<file path="src/rtl/cro_ctrl_if.sv">
// Board/counter-side signal bundle of the chronometer run/lap controller.
// The master side is the controller. It receives the raw buttons and drives the strobes.
// The slave side is the board and the counter/display logic.
interface cro_ctrl_if;
    logic       btn_ss;
    logic       btn_lap;
    logic       tick;
    logic       cnt_en;
    logic       cnt_clr;
    logic       lap_load;
    logic       disp_sel;
    logic       running;
    logic [1:0] state;

    modport master (
        input  btn_ss, btn_lap,
        output tick, cnt_en, cnt_clr, lap_load, disp_sel, running, state
    );

    modport slave (
        output btn_ss, btn_lap,
        input  tick, cnt_en, cnt_clr, lap_load, disp_sel, running, state
    );
endinterface

</file>
<file path="src/rtl/cro_ctrl.sv">
// Chronometer run/lap controller.
// It conditions the start/stop and lap/clear buttons, generates the 100 Hz tick,
// and sequences count, clear, lap-capture and display-select strobes.
module cro_ctrl #(
    parameter int TICK_DIV   = 500000,
    parameter int HOLD_TICKS = 5,
    parameter int LAP_SHOW   = 300
) (
    input  logic      clk,
    input  logic      rst_n,
    cro_ctrl_if.master bus
);
    localparam int DW = (TICK_DIV > 1) ? $clog2(TICK_DIV) : 1;
    localparam int HW = $clog2(HOLD_TICKS + 1);
    localparam int LW = $clog2(LAP_SHOW + 1);
    localparam logic [DW-1:0] DIV_LAST  = DW'(TICK_DIV - 1);
    localparam logic [HW-1:0] HOLD_LOAD = HW'(HOLD_TICKS);
    localparam logic [LW-1:0] LAP_LOAD  = LW'(LAP_SHOW);
    localparam logic [LW-1:0] LAP_ONE   = LW'(1);

    typedef enum logic [1:0] {
        IDLE = 2'b00,
        RUN  = 2'b01,
        STOP = 2'b10,
        LAP  = 2'b11
    } state_t;

    logic [DW-1:0]        div_q, div_d;
    logic                 tick_q, tick_d;
    logic [1:0]           sync1_q, sync1_d;
    logic [1:0]           sync2_q, sync2_d;
    logic [1:0][HW-1:0]   hold_q, hold_d;
    logic [1:0]           pressed;
    logic [1:0]           pressed_r_q, pressed_r_d;
    logic [1:0]           ev;
    state_t               state_q, state_d;
    logic [LW-1:0]        lap_q, lap_d;
    logic                 clr_q, clr_d;
    logic                 load_q, load_d;

    // Free-running divider; tick fires the cycle after the last count
    always_comb begin
        div_d  = div_q + 1'b1;
        tick_d = 1'b0;
        if (div_q == DIV_LAST) begin
            div_d  = '0;
            tick_d = 1'b1;
        end
    end

    // Synchronize both buttons (bit 0 = start/stop, bit 1 = lap/clear) and stretch releases by HOLD_TICKS ticks
    always_comb begin
        sync1_d = {bus.btn_lap, bus.btn_ss};
        sync2_d = sync1_q;
        for (int i = 0; i < 2; i++) begin
            hold_d[i] = hold_q[i];
            if (sync2_q[i]) begin
                hold_d[i] = HOLD_LOAD;
            end else if (tick_q && (hold_q[i] != '0)) begin
                hold_d[i] = hold_q[i] - 1'b1;
            end
            pressed[i] = (hold_q[i] != '0);
        end
        pressed_r_d = pressed;
        ev          = pressed & ~pressed_r_q;
    end

    // Next state, lap display timer and one-cycle clear/capture strobes; start/stop beats lap
    always_comb begin
        state_d = state_q;
        lap_d   = lap_q;
        clr_d   = 1'b0;
        load_d  = 1'b0;
        unique case (state_q)
            IDLE: begin
                if (ev[0]) begin
                    state_d = RUN;
                end else if (ev[1]) begin
                    clr_d = 1'b1;
                end
            end
            RUN: begin
                if (ev[0]) begin
                    state_d = STOP;
                end else if (ev[1]) begin
                    state_d = LAP;
                    lap_d   = LAP_LOAD;
                    load_d  = 1'b1;
                end
            end
            LAP: begin
                if (ev[0]) begin
                    state_d = STOP;
                    lap_d   = '0;
                end else if (ev[1]) begin
                    lap_d  = LAP_LOAD;
                    load_d = 1'b1;
                end else if (tick_q) begin
                    if ((lap_q == '0) || (lap_q == LAP_ONE)) begin
                        state_d = RUN;
                        lap_d   = '0;
                    end else begin
                        lap_d = lap_q - 1'b1;
                    end
                end
            end
            STOP: begin
                if (ev[0]) begin
                    state_d = RUN;
                end else if (ev[1]) begin
                    state_d = IDLE;
                    clr_d   = 1'b1;
                end
            end
            default: state_d = IDLE;
        endcase
    end

    // Timebase registers
    always_ff @(posedge clk or negedge rst_n) begin
        if (!rst_n) begin
            div_q  <= '0;
            tick_q <= 1'b0;
        end else begin
            div_q  <= div_d;
            tick_q <= tick_d;
        end
    end

    // Button conditioning registers
    always_ff @(posedge clk or negedge rst_n) begin
        if (!rst_n) begin
            sync1_q     <= '0;
            sync2_q     <= '0;
            hold_q      <= '0;
            pressed_r_q <= '0;
        end else begin
            sync1_q     <= sync1_d;
            sync2_q     <= sync2_d;
            hold_q      <= hold_d;
            pressed_r_q <= pressed_r_d;
        end
    end

    // State register, lap timer and strobe flops
    always_ff @(posedge clk or negedge rst_n) begin
        if (!rst_n) begin
            state_q <= IDLE;
            lap_q   <= '0;
            clr_q   <= 1'b0;
            load_q  <= 1'b0;
        end else begin
            state_q <= state_d;
            lap_q   <= lap_d;
            clr_q   <= clr_d;
            load_q  <= load_d;
        end
    end

    assign bus.tick     = tick_q;
    assign bus.cnt_en   = tick_q & ((state_q == RUN) || (state_q == LAP));
    assign bus.cnt_clr  = clr_q;
    assign bus.lap_load = load_q;
    assign bus.disp_sel = (state_q == LAP);
    assign bus.running  = state_q[0] | (state_q == LAP);
    assign bus.state    = state_q;
endmodule

</file>
<file path="src/flat_wrapper.sv">
// flat-port wrapper written by rule: the top's interface ports become plain ports
module cro_ctrl_flat 
#(
    parameter int TICK_DIV   = 500000,
    parameter int HOLD_TICKS = 5,
    parameter int LAP_SHOW   = 300
)
  (clk, rst_n, bus_btn_ss, bus_btn_lap, bus_tick, bus_cnt_en, bus_cnt_clr, bus_lap_load, bus_disp_sel, bus_running, bus_state);
  cro_ctrl_if bus_i ();
  input  logic clk;
  input  logic rst_n;
  input wire logic [$bits(bus_i.btn_ss)-1:0] bus_btn_ss;
  input wire logic [$bits(bus_i.btn_lap)-1:0] bus_btn_lap;
  output wire logic [$bits(bus_i.tick)-1:0] bus_tick;
  output wire logic [$bits(bus_i.cnt_en)-1:0] bus_cnt_en;
  output wire logic [$bits(bus_i.cnt_clr)-1:0] bus_cnt_clr;
  output wire logic [$bits(bus_i.lap_load)-1:0] bus_lap_load;
  output wire logic [$bits(bus_i.disp_sel)-1:0] bus_disp_sel;
  output wire logic [$bits(bus_i.running)-1:0] bus_running;
  output wire logic [$bits(bus_i.state)-1:0] bus_state;
  assign bus_i.btn_ss = bus_btn_ss;
  assign bus_i.btn_lap = bus_btn_lap;
  assign bus_tick = bus_i.tick;
  assign bus_cnt_en = bus_i.cnt_en;
  assign bus_cnt_clr = bus_i.cnt_clr;
  assign bus_lap_load = bus_i.lap_load;
  assign bus_disp_sel = bus_i.disp_sel;
  assign bus_running = bus_i.running;
  assign bus_state = bus_i.state;
  cro_ctrl #(.TICK_DIV(TICK_DIV), .HOLD_TICKS(HOLD_TICKS), .LAP_SHOW(LAP_SHOW)) u_core (.clk(clk), .rst_n(rst_n), .bus(bus_i));
endmodule
</file>
<file path="config.mk">
export PLATFORM = sky130hd
export DESIGN_NAME = cro_ctrl_flat
export DESIGN_NICKNAME = d
export VERILOG_FILES = /design/src/rtl/cro_ctrl_if.sv /design/src/rtl/cro_ctrl.sv /design/src/flat_wrapper.sv
export SDC_FILE = /design/constraint.sdc
export NUM_CORES = 1
export LEC_CHECK = 0
export CELL_PAD_IN_SITES_DETAIL_PLACEMENT = 1
export CELL_PAD_IN_SITES_GLOBAL_PLACEMENT = 1
export CORE_UTILIZATION = 53
export CTS_CLUSTER_SIZE = 24
export DETAILED_ROUTE_END_ITERATION = 8
export DONT_BUFFER_PORTS = 1
export PLACE_DENSITY = 0.89
export SETUP_SLACK_MARGIN = 0.02
export SYNTH_ARGS = -nofsm -noshare
export SYNTH_HDL_FRONTEND = slang
export SYNTH_SLANG_ARGS = --single-unit
</file>
<file path="constraint.sdc">
create_clock -name clk -period 3.8 [get_ports clk]
set_clock_uncertainty 0.15 [all_clocks]
set_input_delay 0.38 -clock clk [delete_from_list [all_inputs] [get_ports clk]]
set_output_delay 0.38 -clock clk [all_outputs]
set_load 0.005 [all_outputs]
</file>
==> results.tsv, run 1 <==
stage	metric	value	unit
final_layout	Filler Cell Count	416	
sta	worst rel slew slack	51.8	%
sta	worst-margin pin slew	0.721	ns
setup_path	CP arrival	2.47	ns
logic_synthesis	Syn Area/Cell	10.6	µm²
power_and_ir_drop	pwr/cell area	420	nW/µm²
power_and_ir_drop	Leak	1.02	nW
clock_network	Worst-Skew Late Latency	0.30	ns
setup_path	Crit Path Class	flop to flop	
detailed_routing	vias per std cell	6.02	
detailed_routing	First DRT Iteration DRCs	98	
logic_synthesis	Post-Synthesis Cells	202	
detailed_routing	vias	1558	
flow_run	Max Cap Viol	0	
setup_path	crit end category	flop	
grt	vias in the first global route	1786	
setup_path	CP required	3.85	ns
setup_path	CP Launch Type	flop	
placement	GPL Wtd Cong	0.903	
detailed_routing	DRC viols	0	
clock_network	Clock Path Buffers	2	
final_layout	ANT cells	0	
grt	total grt overflow	0	
logic_synthesis	area share of the largest cell type after synthesis	52.7	%
grt	total track usage	25.5	%
floorplan	DIE AREA	4290	µm²
power_and_ir_drop	P_int	0.776	mW
logic_synthesis	Post-synth ARST share	100	%
clock_network	Clock transition at path regs	0.09	ns
sta	Tmin final	2.42	ns
floorplan	Ports	12	
logic_synthesis	syn_nets	214	
setup_path	Max stage delay on crit path	0.59	ns
setup_path	crit-path max FO	5	
detailed_routing	Final ANT Viol Nets	0	
clock_network	Clock Sinks	45	
power_and_ir_drop	sequential share of power	50.4	%
power_and_ir_drop	VDD IR-drop max	0.255	mV
logic_synthesis	Post-synth top flop	dfrtp_1	
clock_network	Inserted Clock Buffers	5	
setup_path	slowest CP cell	or4_1	
clock_network	Clock H-tree levels	2	
detailed_routing	drt wl/cell	18.1	µm
setup_path	Setup crit start	u_core.hold_q[3]	
final_layout	fin area	2380	µm²
sta	Slew Limit Fails	0	
placement	hpwl dp	3410	µm
sta	final setup fails	0	
min_path	Hold WC Path Type	flop to flop	
placement	DP Area	2190	µm²
power_and_ir_drop	Clock power frac	42.9	%
grt	initial antenna violation count	0	
logic_synthesis	post-synth top area cell	dfrtp_1	
sta	f_max	413	MHz
power_and_ir_drop	Net Sw Frac	22.2	%
grt	largest net degree at the start of global routing	46	
min_path	hold_sp	u_core.sync1_q[1]	
setup_path	critical-path cell list	inv_1 -> ha_1 -> nor2b_4 -> nor2_1 -> or4_1 -> or2_4 -> o41ai_2	
logic_synthesis	Yosys warnings	0	
floorplan	core area	3770	µm²
logic_synthesis	Distinct cells, synth	44	
logic_synthesis	number of flops mapped to enable cells by yosys	0	
floorplan	Initial Utilization	56.7	%
clock_network	CTS tree	yes	
detailed_routing	1st-pass router iterations	4	
final_layout	Area growth syn-to-layout	11.2	%
logic_synthesis	#FFs+latches synth	45	
detailed_routing	drt total wl	4680	µm
logic_synthesis	synthesized area	2140	µm²
sta	period utilization	63.7	%
status	outcome	finished, final reports clean	
logic_synthesis	synth top area cells	dfrtp_1, ha_1, xnor2_1	
floorplan	Die Ht	65.5	µm
setup_path	launch point of the worst reg-to-reg path	u_core.hold_q[3]	
clock_network	Setup Fix Bufs, Post-CTS	0	
power_and_ir_drop	NetSw	0.222	mW
final_layout	fraction of layout cells with a size suffix above 1	8.06	%
floorplan	row count	22	
power_and_ir_drop	Comb pwr share	6.7	%
sta	Hold Violations, Final	0	
grt	first-pass GRT wire length	8050	µm
sta	RSZ-0062 raised after global routing	false	
logic_synthesis	sequential area share after synthesis	52.7	%
floorplan	Die Span X	65.5	µm
clock_network	root buffer cell	clkbuf_8	
placement	# port buffers	0	
final_layout	Post-layout nets	222	
sta	Final TNS setup	0	ns
-- logic make-up after synthesis --
| family | Yosys count | share of synthesized area, % |
|---|---|---|
| buffers and inverters | 16 | 2.81 |
| adder cells (fa/ha/maj) | 8 | 4.68 |
| AND/OR/NAND/NOR | 77 | 19.8 |
| flip-flops | 45 | 52.7 |
| XOR/XNOR | 16 | 6.56 |
| AO/OA/AOI/OAI | 40 | 13.5 |
-- flip-flops by register name, indices dropped and copies added, names as in the netlist --
name                 flops
u_core.bus.cnt_clr       1
u_core.bus.lap_load      1
u_core.bus.state         2
u_core.bus.tick          1
u_core.div_q            19
u_core.hold_q            6
u_core.lap_q             9
u_core.pressed_r_q       2
u_core.sync1_q           2
u_core.sync2_q           2
-- cells in the mapped netlist (2+ instances only) --
library cell,n
dfrtp_1,45
nor2_1,17
nand2_1,13
inv_1,12
a21oi_1,11
nand3_1,11
o21ai_0,10
xnor2_1,9
ha_1,8
nor3_1,7
xor2_1,7
and3_1,4
clkbuf_1,3
nand2b_1,3
nand4_1,3
o22a_1,3
a21o_1,2
and4_1,2
nand3b_1,2
nor2b_4,2
nor4b_1,2
o21a_1,2
o2bb2ai_1,2
or3_1,2
-- layout make-up --
class	instances	area, µm²	share of cell area, %
Timing Repair Buffer	4	57.6	2.42
Sequential cell	45	1130	47.4
Multi-Input combinational cell	141	951	40.0
Tap cell	48	60.1	2.53
Clock inverter	3	65.1	2.74
Clock buffer	5	68.8	2.89
Inverter	13	48.8	2.05
-- metrics by stage --
step | hold slack, ns | setup slack [ns] | util [%] | instances | power [mW]
floorplan | -0.0656 | 1.64 | - | 202 | 0.549
global placement | -0.0648 | 1.57 | 58.0 | 247 | 0.558
detailed placement | -0.0647 | 1.43 | 58.0 | 247 | 0.563
CTS | 0.215 | 1.38 | 63.0 | 259 | 1.00
global route | 0.219 | 1.27 | 63.0 | 259 | 1.03
finish | 0.213 | 1.38 | 63.0 | 259 | 0.998
-- power by group through the flow --
stage          clock, mW  combinational (mW)  sequential [mW]
3_5_place_dp           0              0.0511            0.512
2_1_floorplan          0              0.0414            0.508
6_report           0.428              0.0669            0.502
3_3_place_gp           0              0.0476            0.511
5_1_grt            0.452              0.0751            0.504
4_1_cts            0.433              0.0673            0.502
-- metal layers --
layer  vias up  routed length (µm)  GRT usage [%]
met3        11                 139           5.56
met4         0                 110           11.1
met1       795                1900           27.4
met2        31                2540           47.3
met5         -                   0              0
li1        721                   -              -
-- critical path: cells and delay by family (launching register included) --
| family | cells | cell delay [ns] |
|---|---|---|
| buffers and inverters | 1 | 0.12 |
| adders and majority gates | 1 | 0.21 |
| and+or+nand+nor | 4 | 1.18 |
| DFF | 1 | 0.38 |
| AOI/OAI and AO/OA | 1 | 0.28 |
-- layout by cell type (no fill, tap or decap), types with 2 or more instances in the layout --
master         count
dfrtp_1           45
o22a_1             3
a21o_1             2
o21ai_0           10
nand4_1            3
clkbuf_8           5
inv_1             12
nand2b_1           3
ha_1               8
nor3_1             7
a21oi_1           11
bufinv_16          2
nand3_1           11
or3_1              2
xnor2_1            9
dlygate4sd3_1      3
o21a_1             2
nand2_1           13
nand3b_1           2
nor4b_1            2
nor2b_4            2
and4_1             2
nor2_1            17
o2bb2ai_1          2
and3_1             4
xor2_1             7
-- path summary, 6_finish.rpt --
| path | end | slack, ns | cells past startpoint |
|---|---|---|---|
| max in group asynchronous | u_core.div_q[16] | 2.88 | 2 |
| min | u_core.sync2_q[1] | 0.21 | 0 |
| min reg2reg | u_core.sync2_q[1] | 0.21 | 0 |
| min in group asynchronous | u_core.bus.state[0] | 0.43 | 2 |
| max | u_core.lap_q[6] | 1.38 | 7 |
| max reg2reg | u_core.lap_q[6] | 1.38 | 7 |
-- timing repair --
| action | in CTS | in global routing |
|---|---|---|
| resized for setup | 0 | 0 |
| hold endpoints to repair | 47 | 0 |
| hold buffers | 4 | 0 |
No activity file was read; power rests on OpenSTA's default activity.
==> run 2, diff against run 1 <==
CORE_UTILIZATION = 49   (was 53)
PLACE_DENSITY = 0.84   (was 0.89)
clock period = 2.37 ns   (was 3.8 ns; I/O delays follow)
==> run 2 against run 1 <==
Compared with the run above: sequential power up 61%; clock power increased by 63%; first-iteration DRC count rose by 15%; combinational power rose by 76%; hold slack worse by 0.0046 ns; cell area grew 2.6%; total power up 63%; via count rose by 2.2%; register-to-register slack got worse by 1.3 ns; clock-buffer cell count is the same; global-route usage fell by 1.4 points; non-clock buffer count grew 6; critical endpoint unchanged; largest power group unchanged.
==> results.tsv, run 2 (synthesized netlist as in run 1, its figures left out) <==
stage	metric	value	unit
status	outcome	finished, final reports clean	
final_layout	commonest cells after routing, fill and taps aside	dfrtp_1, nor2_1, nand2_1	
power_and_ir_drop	pwr/cell area	665	nW/µm²
setup_path	critical-path cell list	inv_1 -> ha_2 -> nor2b_4 -> nor2_1 -> or4_4 -> or2_4 -> o41ai_2	
floorplan	row count	23	
sta	Tmin final	2.30	ns
power_and_ir_drop	Net Sw Frac	22.6	%
detailed_routing	vias per std cell	5.96	
floorplan	Die Span X	68.0	µm
setup_path	CP Launch Type	flop	
setup_path	Max stage delay on crit path	0.54	ns
sta	worst-margin pin slew	0.581	ns
grt	M3 GR Usage	5.00	%
sta	Final TNS setup	0	ns
final_layout	ANT cells	0	
detailed_routing	Final ANT Viol Nets	0	
setup_path	Crit Path Class	flop to flop	
grt	vias in the first global route	1715	
final_layout	commonest non-fill, non-tap cell in the layout	dfrtp_1	
placement	DP Area	2210	µm²
clock_network	Clock H-tree levels	2	
placement	GPL Wtd Cong	0.927	
setup_path	Reg2Reg Setup Slack	0.07	ns
detailed_routing	DRC viols	0	
setup_path	slowest CP cell	or4_4	
grt	largest net degree at the start of global routing	46	
grt	first-pass GRT wire length	8020	µm
final_layout	fraction of layout cells with a size suffix above 1	14.3	%
power_and_ir_drop	sequential share of power	49.8	%
floorplan	Ports	12	
floorplan	Die Ht	68.0	µm
sta	period utilization	97.0	%
min_path	hold depth	0	
floorplan	DIE AREA	4630	µm²
setup_path	Worst R2R End	u_core.lap_q[6]	
clock_network	Worst-Skew Late Latency	0.30	ns
min_path	hold_sp	u_core.sync1_q[0]	
min_path	Hold WC Path Type	flop to flop	
power_and_ir_drop	Comb pwr share	7.3	%
floorplan	Initial Utilization	52.3	%
final_layout	fin area	2440	µm²
clock_network	CTS tree	yes	
clock_network	root buffer cell	clkbuf_8	
grt	GR peak layer	met2	
detailed_routing	First DRT Iteration DRCs	113	
sta	final setup fails	0	
detailed_routing	drt wl/cell	18.5	µm
detailed_routing	1st-pass router iterations	4	
placement	# port buffers	0	
final_layout	Regs by FF count	u_core.div_q x19, u_core.lap_q x9, u_core.hold_q x6	
final_layout	Filler Cell Count	473	
min_path	Hold EP	u_core.sync2_q[0]	
power_and_ir_drop	Final Power	1.62	mW
detailed_routing	vias	1592	
sta	Hold Violations, Final	0	
sta	Slew Limit Fails	0	
clock_network	Inserted Clock Buffers	5	
setup_path	launch point of the worst reg-to-reg path	u_core.hold_q[4]	
setup_path	Worst Reg-to-Reg Cells	7	
final_layout	Post-layout nets	228	
setup_path	CP arrival	2.34	ns
setup_path	crit-path max FO	5	
sta	worst rel slew slack	60.9	%
final_layout	max reg flops	19	
grt	initial antenna violation count	0	
grt	total grt overflow	0	
final_layout	final core occ	59.7	%
power_and_ir_drop	NetSw	0.366	mW
flow_run	Max Cap Viol	0	
grt	met1 Use GR	27.3	%
clock_network	Clock Path Buffers	2	
placement	hpwl dp	3330	µm
final_layout	Area growth syn-to-layout	14.2	%
grt	met2 Usage GRT	44.5	%
floorplan	core area	4090	µm²
power_and_ir_drop	Clock power frac	43.0	%
setup_path	crit end category	flop	
setup_path	CP required	2.41	ns
grt	total track usage	24.1	%
power_and_ir_drop	VDD IR-drop max	0.340	mV
sta	f_max	435	MHz
detailed_routing	drt total wl	4940	µm
clock_network	Clock transition at path regs	0.09	ns
final_layout	Top reg by flops	u_core.div_q	
clock_network	Clock Sinks	45	
power_and_ir_drop	P_int	1.26	mW
power_and_ir_drop	Leak	1.05	nW
run 2: stage by stage:
step                      worst slack [ns]  hold slack [ns]  std cells
after floorplan                      0.212           -0.209        202
after global placement               0.137           -0.208        252
after detailed placement            0.0336           -0.208        252
after CTS                           0.0379            0.209        264
after global routing               -0.0153            0.222        267
final                               0.0709            0.209        267
run 2: timing repair:
action                                 4_1_cts  5_1_grt
setup endpoints to repair                    1        4
pin swaps                                    0        1
gates cloned                                 0        0
endpoints found under the hold margin       47        0
hold buffers                                 4        0
buffers inserted                             0        3
gates resized for setup                      2        6
run 2: worst max-delay path by stage:
stage,endpoint,startpoint
after global placement,u_core.lap_q[6],u_core.hold_q[3]
after CTS,u_core.lap_q[6],u_core.hold_q[0]
after global routing,u_core.lap_q[6],u_core.hold_q[4]
after floorplan,u_core.lap_q[6],u_core.hold_q[3]
final,u_core.lap_q[6],u_core.hold_q[4]
after detailed placement,u_core.lap_q[6],u_core.hold_q[3]
run 2: critical path, delay by kind of cell, from the launching register on:
family | cells | cell delay (ns)
and+or+nand+nor | 4 | 1.04
DFF | 1 | 0.40
AOI/OAI and AO/OA | 1 | 0.32
adders and majority gates | 1 | 0.19
buffers and inverters | 1 | 0.09
run 2: power by group through the flow:
stage	clock (mW)	sequential (mW)	combinational (mW)
3_5_place_dp	0	0.821	0.0870
2_1_floorplan	0	0.815	0.0663
4_1_cts	0.710	0.806	0.115
3_3_place_gp	0	0.819	0.0826
6_report	0.697	0.808	0.118
5_1_grt	0.742	0.812	0.130
run 2: layout make-up:
cell class,count,area [µm²],share of cell area [%]
Timing Repair Buffer,10,95.1,3.90
Clock inverter,3,68.8,2.82
Inverter,13,48.8,2.00
Clock buffer,5,68.8,2.82
Tap cell,50,62.6,2.56
Sequential cell,45,1130,46.2
Multi-Input combinational cell,141,968,39.7
run 2: metal layers:
| layer | wire, µm | share of wire (%) |
|---|---|---|
| met4 | 107 | 2.2 |
| met2 | 2700 | 55 |
| met1 | 1950 | 39 |
| met3 | 187 | 3.8 |
| met5 | 0 | 0 |
==> run 3, diff against run 2 <==
CORE_UTILIZATION = 52   (was 49)
CTS_BUF_LIST = sky130_fd_sc_hd__clkbuf_8   (was default)
PLACE_DENSITY = 0.88   (was 0.84)
==> run 3 against run 2 <==
Compared with the run above: sequential share of layout area fell by 0.14 points; die area fell by 5.6%; cell count fell by 0.37%; clock-buffer cell count did not move; hold slack improved by 0.0026 ns; sequential power barely moved; global-route usage rose by 1.4 points; clock power fell by 3%; critical path depth did not move; largest cell class unchanged.
==> results.tsv, run 3 (synthesized netlist as in run 1, its figures left out) <==
stage	metric	value	unit
status	outcome	finished, final reports clean	
grt	GR peak layer	met2	
floorplan	core area	3800	µm²
final_layout	area of the multi-input gates	975	µm²
detailed_routing	drt total wl	5010	µm
floorplan	Initial Utilization	56.3	%
power_and_ir_drop	Leak	1.05	nW
setup_path	Buf/Inv on CP	1	
setup_path	slowest CP cell	or4_4	
clock_network	Clock Sinks	45	
setup_path	Crit Path Class	flop to flop	
final_layout	Filler Cell Count	405	
placement	hpwl dp	3340	µm
final_layout	Reg area	1130	µm²
setup_path	crit-path max FO	5	
final_layout	max reg flops	19	
setup_path	CP arrival	2.35	ns
floorplan	Die Ht	66.1	µm
placement	placed cells	251	
sta	f_max	433	MHz
setup_path	critical-path cell list	inv_1 -> ha_1 -> nor2_1 -> nor4bb_2 -> or4_4 -> or2_4 -> o41ai_2	
floorplan	Ports	12	
setup_path	CP Launch Type	flop	
min_path	hold depth	0	
detailed_routing	First DRT Iteration DRCs	107	
floorplan	DIE AREA	4370	µm²
detailed_routing	vias	1622	
clock_network	root buffer cell	clkbuf_8	
setup_path	crit end category	flop	
sta	worst-margin pin slew	0.609	ns
power_and_ir_drop	VDD IR-drop max	0.363	mV
sta	Slew Limit Fails	0	
final_layout	Regs by FF count	u_core.div_q x19, u_core.lap_q x9, u_core.hold_q x6	
clock_network	Clock H-tree levels	2	
detailed_routing	drt wl/cell	18.8	µm
detailed_routing	vias per std cell	6.10	
final_layout	Post-layout nets	229	
floorplan	Die Span X	66.1	µm
final_layout	ANT cells	0	
sta	hold slack	0.211	ns
grt	total grt overflow	0	
placement	GPL Wtd Cong	0.895	
grt	met2 Usage GRT	48.5	%
power_and_ir_drop	pwr/cell area	658	nW/µm²
grt	vias in the first global route	1763	
placement	DP Worst Slack	0.0394	ns
sta	Hold Violations, Final	0	
sta	final setup fails	0	
clock_network	CTS tree	yes	
detailed_routing	1st-pass router iterations	4	
detailed_routing	Final ANT Viol Nets	0	
sta	period utilization	97.4	%
sta	worst rel slew slack	59.1	%
grt	total track usage	25.5	%
final_layout	fraction of layout cells with a size suffix above 1	15.1	%
grt	M3 GR Usage	5.69	%
sta	Tmin final	2.31	ns
clock_network	Inserted Clock Buffers	5	
grt	met1 Use GR	28.2	%
setup_path	CP required	2.42	ns
grt	initial antenna violation count	0	
min_path	Hold WC Path Type	flop to flop	
clock_network	Worst-Skew Late Latency	0.30	ns
floorplan	row count	22	
sta	Setup WS post-layout	0.0622	ns
setup_path	Levels on crit path	7	
detailed_routing	DRC viols	0	
final_layout	Final Non-Filler Cells	266	
grt	largest net degree at the start of global routing	46	
clock_network	Clock transition at path regs	0.08	ns
setup_path	CP delay by family, top	simple AND/OR/NAND/NOR gates	
setup_path	Worst Reg-to-Reg Cells	7	
final_layout	commonest cells after routing, fill and taps aside	dfrtp_1, nor2_1, nand2_1	
final_layout	Area growth syn-to-layout	14.5	%
flow_run	Max Cap Viol	0	
placement	# port buffers	0	
final_layout	Top reg by flops	u_core.div_q	
grt	first-pass GRT wire length	8270	µm
final_layout	final core occ	64.4	%
setup_path	Max stage delay on crit path	0.45	ns
clock_network	Clock Path Buffers	2	
final_layout	commonest non-fill, non-tap cell in the layout	dfrtp_1	
run 3: cell types whose count changed in the layout (fill, tap and decap cells not counted):
cell      change
clkinv_2      +1
buf_4         +1
nor4bb_2      +1
nor4bb_1      -1
inv_6         -1
run 3: layout make-up:
| type | count | area share [%] |
|---|---|---|
| clock inverters | 3 | 2.66 |
| flip-flops and latches | 45 | 46.1 |
| repair buffers | 11 | 4.19 |
| well taps | 48 | 2.45 |
| clock buffers | 5 | 2.81 |
| multi-input cells | 141 | 39.8 |
| inverters | 13 | 1.99 |
run 3: path summary, 6_finish.rpt:
check / startpoint / slack, ns / endpoint
worst min register to register: u_core.sync1_q[1] / 0.21 / u_core.sync2_q[1]
worst min-delay path: u_core.sync1_q[1] / 0.21 / u_core.sync2_q[1]
worst max-delay path: u_core.lap_q[0] / 0.06 / u_core.lap_q[6]
worst max register to register: u_core.lap_q[0] / 0.06 / u_core.lap_q[6]
max in group asynchronous: rst_n / 1.57 / u_core.lap_q[0]
min in group asynchronous: rst_n / 0.29 / u_core.pressed_r_q[0]
run 3: worst reg2reg max path: cells and delay by family (launching register included):
kind	cells	cell delay, ns
AO/OA/AOI/OAI	1	0.29
adder cells (fa/ha/maj)	1	0.22
buffers and inverters	1	0.09
flip-flops	1	0.42
AND/OR/NAND/NOR	4	1.05
run 3: report_power, final:
part           internal (mW)  switching [mW]
clock                  0.419           0.259
combinational         0.0506          0.0736
sequential             0.784          0.0235
total                   1.25           0.356
run 3: routing by layer:
metal / up-vias / wire (µm)
met5: - / 0
met4: 0 / 73
met3: 9 / 197
met2: 42 / 2750
met1: 827 / 1980
li1: 744 / -
run 3: timing repair:
| item | CTS | global route |
|---|---|---|
| resized for setup | 1 | 8 |
| pin swaps | 0 | 1 |
| setup buffers | 1 | 2 |
| hold buffers | 4 | 0 |
| endpoints found under the hold margin | 47 | 0 |
| endpoints found under the setup margin | 1 | 5 |
run 3: per-stage QoR:
| stage | total power, mW | cell area [µm²] | TNS, ns |
|---|---|---|---|
| floorplan | 0.881 | 2140 | 0 |
| global placement | 0.902 | 2220 | 0 |
| detailed placement | 0.911 | 2220 | 0 |
| CTS | 1.61 | 2410 | 0 |
| global route | 1.66 | 2450 | -0.00493 |
| finish | 1.61 | 2450 | 0 |
